$ cat src/rtl/core_pkg.sv
// Shared core definitions: controller state codes, fetch FSM encoding, fault causes.
package core_pkg;

  typedef enum logic [3:0] {
    CtrlReset   = 4'd0,
    CtrlFetch   = 4'd1,
    CtrlDecode  = 4'd2,
    CtrlExecute = 4'd4,
    CtrlMem     = 4'd5,
    CtrlWb      = 4'd6
  } ctrl_state_e;

  typedef enum logic [1:0] {
    FetchIdle = 2'd0,
    FetchReq  = 2'd1,
    FetchResp = 2'd2,
    FetchDone = 2'd3
  } fetch_state_e;

  typedef enum logic [1:0] {
    FaultNone       = 2'd0,
    FaultMisaligned = 2'd1,
    FaultBusErr     = 2'd2,
    FaultTimeout    = 2'd3
  } fault_cause_e;

  // addi x0, x0, 0
  localparam logic [31:0] NopInstr = 32'h0000_0013;

endpackage

$ cat src/rtl/fetch_timeout_ctr.sv
// Saturating 8-bit cycle counter that flags when an outstanding memory access has run too long.
module fetch_timeout_ctr #(
  parameter logic [7:0] Timeout = 8'd255
) (
  input  logic clk_i,
  input  logic rst_i,
  input  logic clear_i,
  input  logic en_i,
  output logic expired_o
);

  logic [7:0] cnt_q, cnt_d;

  always_comb begin
    cnt_d = cnt_q;
    if (clear_i) begin
      cnt_d = '0;
    end else if (en_i && (cnt_q != 8'hFF)) begin
      cnt_d = cnt_q + 8'd1;
    end
  end

  always_ff @(posedge clk_i) begin
    if (rst_i) begin
      cnt_q <= '0;
    end else begin
      cnt_q <= cnt_d;
    end
  end

  // Look-ahead so the owner can leave on the same edge that brings the count to Timeout.
  assign expired_o = en_i && (({1'b0, cnt_q} + 9'd1) >= {1'b0, Timeout});

endmodule

$ cat src/rtl/instr_fetch_unit.sv
// Instruction fetch: one memory read per controller FETCH visit, with fault detection.
module instr_fetch_unit
  import core_pkg::*;
#(
  parameter logic [3:0] FetchState = 4'd1,
  parameter logic [7:0] Timeout    = 8'd255
) (
  input  logic        clk_i,
  input  logic        rst_i,
  input  logic [3:0]  state_i,
  input  logic [31:0] pc_i,
  output logic        mem_req_o,
  output logic [31:0] mem_addr_o,
  input  logic        mem_gnt_i,
  input  logic        mem_rvalid_i,
  input  logic [31:0] mem_rdata_i,
  input  logic        mem_err_i,
  output logic [31:0] instr_o,
  output logic        instr_valid_o,
  output logic        fetch_done_o,
  output logic        fetch_fault_o,
  output logic [1:0]  fault_cause_o,
  output logic        busy_o
);

  fetch_state_e fsm_q, fsm_d;
  fault_cause_e cause_q, cause_d;
  logic         armed_q, armed_d;
  logic [31:0]  addr_q, addr_d;
  logic [31:0]  instr_q, instr_d;
  logic         valid_q, valid_d;
  logic         ctr_clear, ctr_en, expired;

  assign ctr_en = (fsm_q == FetchReq) || (fsm_q == FetchResp);

  fetch_timeout_ctr #(
    .Timeout (Timeout)
  ) u_timeout_ctr (
    .clk_i     (clk_i),
    .rst_i     (rst_i),
    .clear_i   (ctr_clear),
    .en_i      (ctr_en),
    .expired_o (expired)
  );

  always_comb begin
    fsm_d     = fsm_q;
    cause_d   = cause_q;
    armed_d   = armed_q;
    addr_d    = addr_q;
    instr_d   = instr_q;
    valid_d   = valid_q;
    ctr_clear = 1'b0;

    if (state_i != FetchState) begin
      armed_d = 1'b1;
    end

    unique case (fsm_q)
      FetchIdle: begin
        if ((state_i == FetchState) && armed_q) begin
          if (pc_i[1:0] != 2'b00) begin
            fsm_d   = FetchDone;
            cause_d = FaultMisaligned;
            instr_d = NopInstr;
            valid_d = 1'b0;
          end else begin
            fsm_d     = FetchReq;
            addr_d    = pc_i;
            valid_d   = 1'b0;
            ctr_clear = 1'b1;
          end
        end
      end
      FetchReq: begin
        if (expired) begin
          fsm_d   = FetchDone;
          cause_d = FaultTimeout;
          instr_d = NopInstr;
        end else if (mem_gnt_i) begin
          fsm_d = FetchResp;
        end
      end
      FetchResp: begin
        // A response landing in the expiry cycle still completes the fetch.
        if (mem_rvalid_i) begin
          fsm_d = FetchDone;
          if (mem_err_i) begin
            cause_d = FaultBusErr;
            instr_d = NopInstr;
            valid_d = 1'b0;
          end else begin
            cause_d = FaultNone;
            instr_d = mem_rdata_i;
            valid_d = 1'b1;
          end
        end else if (expired) begin
          fsm_d   = FetchDone;
          cause_d = FaultTimeout;
          instr_d = NopInstr;
        end
      end
      FetchDone: begin
        fsm_d = FetchIdle;
      end
      default: begin
        fsm_d = FetchIdle;
      end
    endcase

    if ((fsm_d == FetchDone) && (fsm_q != FetchDone)) begin
      armed_d = 1'b0;
    end
  end

  always_ff @(posedge clk_i) begin
    if (rst_i) begin
      fsm_q   <= FetchIdle;
      cause_q <= FaultNone;
      armed_q <= 1'b1;
      addr_q  <= '0;
      instr_q <= NopInstr;
      valid_q <= 1'b0;
    end else begin
      fsm_q   <= fsm_d;
      cause_q <= cause_d;
      armed_q <= armed_d;
      addr_q  <= addr_d;
      instr_q <= instr_d;
      valid_q <= valid_d;
    end
  end

  assign mem_req_o     = (fsm_q == FetchReq);
  assign mem_addr_o    = addr_q;
  assign instr_o       = instr_q;
  assign instr_valid_o = valid_q;
  assign fetch_done_o  = (fsm_q == FetchDone);
  assign fetch_fault_o = (fsm_q == FetchDone) && (cause_q != FaultNone);
  assign fault_cause_o = cause_q;
  assign busy_o        = (fsm_q != FetchIdle);

endmodule
$ cat config.mk
export PLATFORM = sky130hd
export DESIGN_NAME = instr_fetch_unit
export DESIGN_NICKNAME = d
export VERILOG_FILES = /design/src/rtl/core_pkg.sv /design/src/rtl/fetch_timeout_ctr.sv /design/src/rtl/instr_fetch_unit.sv
export SDC_FILE = /design/constraint.sdc
export NUM_CORES = 1
export LEC_CHECK = 0
export ABC_AREA = 1
export ABC_CLOCK_PERIOD_IN_PS = 5700
export CAP_MARGIN = 20
export CORE_UTILIZATION = 47
export DETAILED_ROUTE_END_ITERATION = 6
export GPL_TIMING_DRIVEN = 0
export PLACE_DENSITY = 0.84
export SLEW_MARGIN = 25
export SYNTH_ARGS = -nofsm -noshare
export SYNTH_HDL_FRONTEND = slang
export SYNTH_SLANG_ARGS = --single-unit
$ cat constraint.sdc
create_clock -name clk_i -period 5.7 [get_ports clk_i]
set_input_delay 0.855 -clock clk_i [delete_from_list [all_inputs] [get_ports clk_i]]
set_output_delay 0.855 -clock clk_i [all_outputs]
set_load 0.1 [all_outputs]
* Word level (Yosys, flattened, before mapping)
Index checks and enable logic that the tools add are counted.
** Cells by class
- Order comparisons :: 1
- $add $sub $neg :: 2
- Muxes and demuxes :: 28
- Reduce and logical (&&, ||, !) cells :: 17
- Equal/unequal tests :: 11
- Bitwise logic cells :: 1
** Operators by type and width (count)
- $mux 32 :: 5
- $pmux 32 s3 :: 1
- $mux 2 :: 11
- $reduce_bool 2->1 :: 5
- $add 8x1->9 const B :: 1
- $ge 9x8->1 const B :: 1
- $reduce_and 3->1 :: 3
- $add 8x1->8 const B :: 1
- $mux 1 :: 8
- $ne 2x2->1 const B :: 4
- $ne 8x8->1 const B :: 1
- $pmux 2 s4 :: 1
- $eq 2x2->1 const B :: 3
- $pmux 2 s3 :: 1
- $logic_and 1x1->1 :: 5
- $eq 4x1->1 const B :: 1
- $ne 4x1->1 const B :: 1
- $reduce_bool 3->1 :: 1
- $eq 2x1->1 const B :: 1
- $logic_not 2->1 :: 1
- $pmux 1 s2 :: 1
- $reduce_or 2->1 :: 1
- $logic_or 1x1->1 :: 1
- $not 1->1 :: 1
** Storage, ports and cells
- Logic and storage cells :: 67
- Output and inout port bits :: 71
- Bits in registers :: 78
- Bits of input ports :: 73

* Logic depth before layout (Yosys ltp)
Gate-level depths: netlist of the first run.
- Depth in word-level cells :: 9
- Mapped depth :: 16

* Cells and area by module
From an unflattened synthesis of the first run, not the netlist that was laid out.
** Second synthesis, totals
- Cells, all modules :: 632
- Area, all modules :: 4129.0 um^2
** Modules (own cells, without submodules)
- instr_fetch_unit :: cells an instance 557, area an instance 3627.2 um^2, instances 1
- fetch_timeout_ctr :: cells an instance 75, area an instance 501.7 um^2, instances 1

* Worst setup path after synthesis of the first run
OpenSTA, ideal clock, no wires.
- Kind :: register to output
- From :: register fsm_q[0]
- To :: output port fetch_fault_o
- Stages on the path, launching flop included :: 4
- Data arrival time :: 2635 ps
- Data required time :: 4845 ps
- Setup slack :: 2210 ps
- Path through :: dfxtp_1 -> ha_1 -> inv_1 -> nor2_1
** On the way
- Longest elaborated chain between the ends :: 2
** Ends and longest elaborated chain
- start, declared :: line instr_fetch_unit.sv:26 : fetch_state_e fsm_q, fsm_d;
- start signal, assigned :: line instr_fetch_unit.sv:118 : fsm_q <= FetchIdle;
- start signal, assigned :: line instr_fetch_unit.sv:125 : fsm_q <= fsm_d;
- $eq 2x2->1
- via fetch_done_o :: line instr_fetch_unit.sv:20 : output logic fetch_done_o,
- $logic_and 1x1->1 :: line instr_fetch_unit.sv:139 : assign fetch_fault_o = (fsm_q == FetchDone) && (cause_q != FaultNone);
- end, declared :: line instr_fetch_unit.sv:21 : output logic fetch_fault_o,
The timed path passes the listed nets, and every way through them passes these cells.

* Worst setup path in the final report of the first run
- From :: register fsm_q[0]
- To :: output port busy_o
** On the way
- Longest elaborated chain between the ends :: 1
** Ends and longest elaborated chain
- $reduce_bool 2->1 :: line instr_fetch_unit.sv:141 : assign busy_o = (fsm_q != FetchIdle);
- end, declared :: line instr_fetch_unit.sv:23 : output logic busy_o
No other way between the ends.

==> impl_metrics.env, run 1 <==
export IMPL_status="complete, but fails checks"
export IMPL_violations="DRC"
export IMPL_ctsHoldBuffers=0
export IMPL_clk_path_buf_depth=2
export IMPL_finalClockSkew_ns=0.00493
export IMPL_ios=144
export IMPL_crit_type="reg2out"
export IMPL_drt_iter0_markers=139
export IMPL_place_worst_setup_slack_ns=2.87
export IMPL_synth_area_um2=3610
export IMPL_r2r_end="u_timeout_ctr.cnt_q[4]"
export IMPL_crit_arrival_ns=2.37
export IMPL_grt_max_degree=13
export IMPL_fin_crit_sh_pct=56.6
export IMPL_cts_tree="done"
export IMPL_ys_ff_latch=78
export IMPL_end_kind="primary output"
export IMPL_cpMaxStageDelayCell="clkdlybuf4s50_1"
export IMPL_highest_layer="met4"
export IMPL_io_buffers=142
export IMPL_ff2ff_path_depth=8
export IMPL_worst_hold_path_endpoint="mem_addr_o[0]"
export IMPL_yosys_cell_types_count=24
export IMPL_wire_per_inst_um=12.8
export IMPL_syn_instance_count=543
export IMPL_hold_viol_final=0
export IMPL_r2r_slack_ns=3.61
export IMPL_drive_gt1_share_pct=4.28
export IMPL_antenna_found_initial=0
export IMPL_die_h_um=89.6
export IMPL_max_slew_worst_pin_slew_ns=1.02
export IMPL_place_inst=784
export IMPL_initial_core_util_pct=49.2
export IMPL_wl_met3_um=824
export IMPL_crit_top_cell="inv_1"
export IMPL_r2r_start="fsm_q[0]"
export IMPL_path_buf_inv=3
export IMPL_min_path_cells=2
export IMPL_ant_nets=0
export IMPL_critPathLaunchType="flop"
export IMPL_first_pass_iters=6
export IMPL_synth_area_top_cells="dfxtp_1 43%, nand2_1 17%, nor2_1 10%"
export IMPL_multi_input_area_um2=1800
export IMPL_max_cap_viol_count=0
export IMPL_dp_hpwl_um=7590
export IMPL_p_per_area_nw_per_um2=337
export IMPL_clkTransAtPathRegs_ns=0.07
export IMPL_gr_usage_all_layers_pct=26.3
export IMPL_synth_nets=622
export IMPL_worstPathRequired_ns=4.85
export IMPL_slew_headroom_pct=32.0
export IMPL_vdd_ir_drop_max_v=0.000369
export IMPL_nFillCells=580
export IMPL_final_cell_mix="166 x nand2_1, 142 x clkdlybuf4s50_1, 97 x nor2_1, 78 x dfxtp_1, 43 x a21oi_1"
export IMPL_p_leak_uw=0.00220
export IMPL_detailroute_via_count=3974
export IMPL_grt_pass1_wl_um=16200
export IMPL_clock_fmax_mhz=310
export IMPL_tns_ns=0
export IMPL_path_cells="inv_1, ha_1, inv_1, clkdlybuf4s50_1"
export IMPL_drcViolationCount=2
export IMPL_synth_top_area_share_pct=43.3
export IMPL_synth_warnings=0
export IMPL_nNetsFinal=775
export IMPL_die_w_um=89.6
export IMPL_wl_met2_um=4960
export IMPL_rsz0062_at_grt="false"
export IMPL_grt_overflow=0
export IMPL_areaGrowthSynthToFinish_pct=49.7
export IMPL_cts_resized=0
export IMPL_final_common_cell="nand2_1"
export IMPL_fp_row_count=31
export IMPL_crit_path_max_fanout=5
export IMPL_period_minus_slack_ns=3.23
export IMPL_numClockSinks=78
export IMPL_min_delay_path_class="reg2reg"
export IMPL_cts_htree_levels=3
export IMPL_setup_slack_ns=2.47
export IMPL_cts_root_buf="clkbuf_8"
export IMPL_slowest_delay_ns=1.14
export IMPL_drt_wl_total_um=10200
export IMPL_clock_latency_ns=0.35
export IMPL_regArea_um2=1560
export IMPL_hold_start="mem_addr_o[0]"
export IMPL_design_area_um2=5400
export IMPL_syn_avg_cell_area_um2=6.65
export IMPL_synth_seq_area_share_pct=43.3
export IMPL_core_um2=7330
export IMPL_slew_viol_final=0
export IMPL_gp_congestion=0.869
export IMPL_n_antenna_cell=0
export IMPL_die_area_um2=8030
export IMPL_post_cts_setup_buffers=0
export IMPL_crit_cells=4
export IMPL_vias_per_cell=4.97
export IMPL_first_global_vias=3715
export IMPL_place_area_um2=5150
export IMPL_wl_met1_um=4230
export IMPL_stdcell_count=800
export IMPL_setup_viol=0
export IMPL_yosys_area_top_type="dfxtp_1"
export IMPL_total_power_uw=1820
export IMPL_cpLargestDelayFamily="buffers and inverters"
export IMPL_numCtsBuffers=9
[tightest hold or removal path: stages (launching register included)]
cell and delay [ns]:
dfxtp_1 0.31, inv_1 0.05, nor2_1 0.03
[cell type report]
class / count / area share (%)
multi-input cells: 407 / 33.3
clock buffers: 13 / 2.94
inverters: 28 / 1.95
flip-flops and latches: 78 / 28.9
plain buffers: 30 / 2.62
clock inverters: 3 / 1.67
repair buffers: 142 / 26.3
well taps: 99 / 2.29
[metrics by stage]
stage	util (%)	hold WS, ns
finish	73.7	0.429
global route	73.7	0.465
CTS	73.7	0.431
detailed placement	70.3	0.419
global placement	70.3	0.414
floorplan	-	0.454
[Yosys cell counts]
master	n
dfxtp_1	78
o21bai_1	1
o22ai_1	3
nor2_4	1
buf_6	3
o211ai_1	1
nand2_4	2
a31oi_1	1
ha_1	6
a211oi_1	1
nor4_2	1
nor3b_1	1
or2_2	1
nand4_1	1
buf_2	5
a21oi_1	43
nor2_1	97
clkbuf_1	22
o21ai_0	36
inv_1	28
nand2_1	166
nand2_2	3
nand3_1	38
nor3_1	4
[per-layer routing]
| layer | GRT usage (%) | vias up |
|---|---|---|
| met2 | 45.8 | 113 |
| met3 | 8.23 | 18 |
| met1 | 29.6 | 1806 |
| met5 | 0 | - |
| met4 | 11.1 | 0 |
| li1 | - | 2037 |
[flip-flops by register name, summed over array words and instances (netlist names)]
register,flops
instr_o,32
mem_addr_o,32
u_timeout_ctr.cnt_q,8
fault_cause_o,2
fsm_q,2
armed_q,1
instr_valid_o,1
[worst max-delay path by stage]
| stage | start | to | slack (ns) |
|---|---|---|---|
| finish | fsm_q[0] | busy_o | 2.47 |
| global route | fsm_q[0] | busy_o | 2.38 |
| CTS | fsm_q[0] | busy_o | 2.48 |
| detailed placement | fsm_q[0] | busy_o | 2.87 |
| global placement | fsm_q[0] | busy_o | 2.88 |
| floorplan | fsm_q[0] | fetch_fault_o | 2.21 |
[logic make-up after synthesis]
kind of cell / after synthesis / synth area share (%)
AO/OA/AOI/OAI: 86 / 12.3
adder cells (fa/ha/maj): 6 / 2.08
buffers and inverters: 58 / 6.83
flip-flops: 78 / 43.3
AND/OR/NAND/NOR: 315 / 35.5
[where the power goes]
part	switching (µW)	total, µW	internal, µW
combinational	508	708	200
clock	193	509	315
sequential	29.5	605	576
total	731	1820	1090
Note: power is estimated with default switching activity, not from simulation.
==> run 2: changes to the inputs <==
Settings changed: ABC_CLOCK_PERIOD_IN_PS 5700 to 2950, CORE_UTILIZATION 47 to 39, PLACE_DENSITY 0.84 to 0.74.
Clock period 5.7 ns to 2.95 ns, I/O delays scaled along.
==> impl_metrics.env, run 2 (synthesized netlist as in run 1, its figures left out) <==
export IMPL_design_area_um2=5370
export IMPL_post_cts_setup_buffers=0
export IMPL_final_common_cell="nand2_1"
export IMPL_finalClockSkew_ns=0.00706
export IMPL_gr_usage_met3_pct=7.02
export IMPL_initial_core_util_pct=40.8
export IMPL_detailroute_via_count=4013
export IMPL_cts_htree_levels=3
export IMPL_p_per_area_nw_per_um2=623
export IMPL_p_switching_uw=1450
export IMPL_drt_iter0_markers=204
export IMPL_first_global_vias=3816
export IMPL_crit_type="reg2out"
export IMPL_io_buffers=142
export IMPL_crit_arrival_ns=2.36
export IMPL_setup_viol=0
export IMPL_grt_max_degree=15
export IMPL_period_minus_slack_ns=2.81
export IMPL_p_comb_share_pct=40.8
export IMPL_min_delay_path_class="reg2reg"
export IMPL_grt_busiest_layer="met2"
export IMPL_core_um2=8850
export IMPL_worstPathRequired_ns=2.51
export IMPL_max_slew_worst_pin_slew_ns=1.02
export IMPL_grtUsageMet2_pct=36.8
export IMPL_holdWs_ns=0.426
export IMPL_vdd_ir_drop_max_v=0.000634
export IMPL_areaGrowthSynthToFinish_pct=48.7
export IMPL_final_cell_mix="166 x nand2_1, 142 x clkdlybuf4s50_1, 96 x nor2_1, 78 x dfxtp_1, 43 x a21oi_1"
export IMPL_power_internal_uw=1890
export IMPL_ctsHoldBuffers=0
export IMPL_clock_fmax_mhz=356
export IMPL_nNetsFinal=775
export IMPL_grt_overflow=0
export IMPL_use_met1_pct=26.4
export IMPL_antenna_found_initial=0
export IMPL_fin_crit_sh_pct=95.2
export IMPL_seq_power_share_pct=35.1
export IMPL_status="complete, but fails checks"
export IMPL_cts_tree="done"
export IMPL_numClockSinks=78
export IMPL_dp_hpwl_um=7590
export IMPL_first_pass_iters=7
export IMPL_die_area_um2=9640
export IMPL_slew_headroom_pct=32.0
export IMPL_p_leak_uw=0.00217
export IMPL_cts_root_buf="clkbuf_8"
export IMPL_tns_ns=0
export IMPL_drt_wl_total_um=10200
export IMPL_swShare_pct=43.4
export IMPL_clk_path_buf_depth=2
export IMPL_max_cap_viol_count=0
export IMPL_utilization_pct=60.6
export IMPL_hold_viol_final=0
export IMPL_die_h_um=98.2
export IMPL_clock_latency_ns=0.34
export IMPL_ios=144
export IMPL_ant_nets=0
export IMPL_violations="DRC"
export IMPL_fp_row_count=34
export IMPL_place_area_um2=5170
export IMPL_clkPwrFrac_pct=24.1
export IMPL_multi_input_area_um2=1800
export IMPL_nFillCells=832
export IMPL_grt_pass1_wl_um=17400
export IMPL_gp_congestion=0.839
export IMPL_wire_per_inst_um=12.6
export IMPL_numCtsBuffers=9
export IMPL_vias_per_cell=4.96
export IMPL_n_antenna_cell=0
export IMPL_rsz0062_at_grt="false"
export IMPL_crit_path_max_fanout=5
export IMPL_end_kind="primary output"
export IMPL_regArea_um2=1560
export IMPL_critPathLaunchType="flop"
export IMPL_gr_usage_all_layers_pct=22.1
export IMPL_clkTransAtPathRegs_ns=0.08
export IMPL_cts_resized=0
export IMPL_drive_gt1_share_pct=4.71
export IMPL_drcViolationCount=7
export IMPL_slew_viol_final=0
export IMPL_die_w_um=98.2
==> run 2: cell types whose count changed in the layout (fill, tap and decap cells not counted) <==
cell and change:
bufinv_16 -2, nor2_2 +1, clkbuf_8 -2, clkinv_2 +2, clkbuf_1 -2, clkinv_4 +2, nor2_1 -1, clkinvlp_4 +1
inv_6 +1
==> run 2: per-stage QoR <==
stage / power (µW) / worst slack (ns) / instances
2_1_floorplan: 2160 / 0.303 / 543
3_3_place_gp: 2530 / 0.517 / 793
3_5_place_dp: 2550 / 0.493 / 793
4_1_cts: 3370 / 0.141 / 809
5_1_grt: 3560 / 0.0174 / 809
6_report: 3340 / 0.143 / 809
==> run 2: final timing paths <==
kind                       from                      to  slack [ns]  depth (start not counted)
setup / recovery       fsm_q[0]                  busy_o        0.14                          4
setup reg to reg       fsm_q[0]  u_timeout_ctr.cnt_q[2]        0.80                          8
hold reg to reg   mem_addr_o[0]           mem_addr_o[0]        0.43                          2
hold / removal    mem_addr_o[0]           mem_addr_o[0]        0.43                          2
==> run 2: cell type report <==
| cell class | instances | share of cell area (%) |
|---|---|---|
| Inverter | 28 | 1.96 |
| Timing Repair Buffer | 142 | 26.5 |
| Sequential cell | 78 | 29.1 |
| Buffer | 30 | 2.64 |
| Multi-Input combinational cell | 407 | 33.6 |
| Tap cell | 108 | 2.52 |
| Clock buffer | 9 | 2.31 |
| Clock inverter | 7 | 1.38 |
==> run 2: power by group through the flow <==
| stage | logic [µW] | clock network [µW] | registers (µW) |
|---|---|---|---|
| final | 1370 | 807 | 1170 |
| after global routing | 1500 | 878 | 1180 |
| after CTS | 1370 | 825 | 1170 |
| after detailed placement | 1360 | 0 | 1190 |
| after global placement | 1340 | 0 | 1190 |
| after floorplan | 766 | 0 | 1400 |
==> run 2: routing by layer <==
metal  part of all wire (%)  vias up
met5                      0        -
met4                    1.8        0
met3                    8.2       18
met2                     47      130
met1                     43     1831
li1                       -     2034
==> run 2: critical path: stages (launching register included) <==
cell             delay, ns
dfxtp_1               0.42
inv_1                 0.10
ha_1                  0.26
inv_1                 0.10
clkdlybuf4s50_1       1.14
==> run 3: changes to the inputs <==
Settings changed: CAP_MARGIN 20 to 30.
==> results of run 3 <==
No change in the layout: final DEF, timing and power equal those of run 2.
==> RTL change (flow settings as in run 3) <==
Encoding of `fetch_state_e`: now one-hot (4 bits for 4 states).
--- a/src/rtl/core_pkg.sv
+++ b/src/rtl/core_pkg.sv
@@ -10,11 +10,11 @@
     CtrlWb      = 4'd6
   } ctrl_state_e;
 
-  typedef enum logic [1:0] {
-    FetchIdle = 2'd0,
-    FetchReq  = 2'd1,
-    FetchResp = 2'd2,
-    FetchDone = 2'd3
+  typedef enum logic [3:0] {
+    FetchIdle = 4'b0001,
+    FetchReq  = 4'b0010,
+    FetchResp = 4'b0100,
+    FetchDone = 4'b1000
   } fetch_state_e;
 
   typedef enum logic [1:0] {
Behaviour: no difference found for any inputs over 4 cycles, from zero or initial values and one cycle with rst_i high; so few cycles prove little.
==> RTL change against run 3 <==
Critical path depth up 1; cell count decreased by 10%; cell area is 2.4% lower; fmax is 3.4% higher; synthesized cell count fell by 15%; setup slack better by 0.093 ns; sequential cell count increased by 2; first-iteration DRC count shrank 54%; routed wire length fell by 8.4%; area after synthesis fell by 4.2%.
Power is not compared: it rests on default switching activity, and its combinational part moved more than twofold at a synthesized area within 25%.
==> RTL change: results <==
set metrics [dict create \
    status "finished clean" \
    grt_pass1_wl_um 14970 \
    ys_types 33 \
    synth_compound_area_frac 0.1487 \
    dr.pass1.iters 4 \
    hpwl_um 7077 \
    synth_top_area_frac 0.4631 \
    critPathMaxStageDelay_ns 1.12 \
    via_per_inst 4.831 \
    worst_pin_slew_ns 1.018 \
    place_inst 711 \
    fin_nets 692 \
    drtIter0Drc 94 \
    drc 0 \
    synthTopCellsByArea "dfxtp_1 (46%), nand2_1 (11%), nor2_1 (9.6%)" \
    yosys.area_share.xor_xnor 0 \
    grt_max_degree 14 \
    finalWirelength_um 9350 \
    worstPathArrival_ns 2.27 \
    instances_no_fill 726 \
    worst-path-max-fanout 3 \
    place_area_um2 5024 \
    grt_pass1_vias 3359 \
    synthAdderAreaFrac 0.007236 \
    synthesis.nets 538 \
    cp_slowest_cell "clkdlybuf4s50_1" \
    fillers 763 \
    numPortBuffers 143 \
    yosysSeqAreaShare 0.4631 \
    place.gp.congestion 0.8203 \
    synth_ff_type "dfxtp_1" \
    synth.area.mux_share 0 \
    synthTopCellsByCount "nand2_1 (102), nor2_1 (88), dfxtp_1 (80), o21ai_0 (35), a21oi_1 (32)" \
    drive_gt1_frac 0.1143 \
    ys_async_sr_fraction 0 \
]
RTL change: changes by cell type after synthesis, sizes merged, moves of 3 or more:
cell	change
nand2	-55
nand3	-14
clkbuf	-11
nor2	-6
ha	-4
inv	+4
nor3	+3
o22ai	-3
RTL change: path summary, 6_finish.rpt:
| kind | start | end | slack (ns) | cells after the start |
|---|---|---|---|---|
| worst max-delay path | fsm_q[0] | fetch_fault_o | 0.24 | 5 |
| worst min-delay path | mem_addr_o[1] | mem_addr_o[1] | 0.43 | 2 |
| worst max register to register | u_timeout_ctr.cnt_q[0] | instr_o[25] | 0.90 | 13 |
| worst min register to register | mem_addr_o[1] | mem_addr_o[1] | 0.43 | 2 |
RTL change: where the power goes:
group	internal (mW)	switching, mW
registers	1.09	0.00531
logic	0.117	0.129
clock network	0.469	0.403
RTL change: metrics by stage:
step	util	setup WS, ns
after floorplan	-	0.3309
after global placement	0.5993	0.3063
after detailed placement	0.5993	0.2956
after CTS	0.6243	0.08412
after global routing	0.6246	0.09829
final	0.6246	0.2363
RTL change: what timing repair did:
action	4_1_cts	5_1_grt
resized for setup	0	1
buffers inserted	0	0
endpoints found under the setup margin	0	1
RTL change: per-layer routing:
metal / global-route usage / up-vias / share of wire
met5: 0 / - / 0
met4: 0.07338 / 0 / 0.017
met3: 0.06793 / 13 / 0.084
met2: 0.3617 / 124 / 0.49
met1: 0.2369 / 1583 / 0.41
li1: - / 1787 / -
RTL change: logic make-up (layout without fill, tap and decap cells):
family / count (synthesis) / after routing
buf+inv: 52 / 210
fa+ha+maj: 2 / 2
simple gates: 241 / 241
flops: 80 / 80
compound gates: 88 / 88
RTL change: cell type report:
cell class / instances / share of cell area
Clock buffer: 9 / 0.02366
Multi-Input combinational cell: 331 / 0.3112
Clock inverter: 6 / 0.01625
Sequential cell: 80 / 0.3059
Tap cell: 105 / 0.02510
Timing Repair Buffer: 143 / 0.2739
Buffer: 20 / 0.02055
Inverter: 32 / 0.02342
RTL change: critical path: cells and delay by family, from the launching register on:
| family | cells | cell delay [ns] |
|---|---|---|
| buffers and inverters | 2 | 1.18 |
| DFF | 1 | 0.36 |
| and+or+nand+nor | 2 | 0.26 |
| AOI/OAI and AO/OA | 1 | 0.13 |
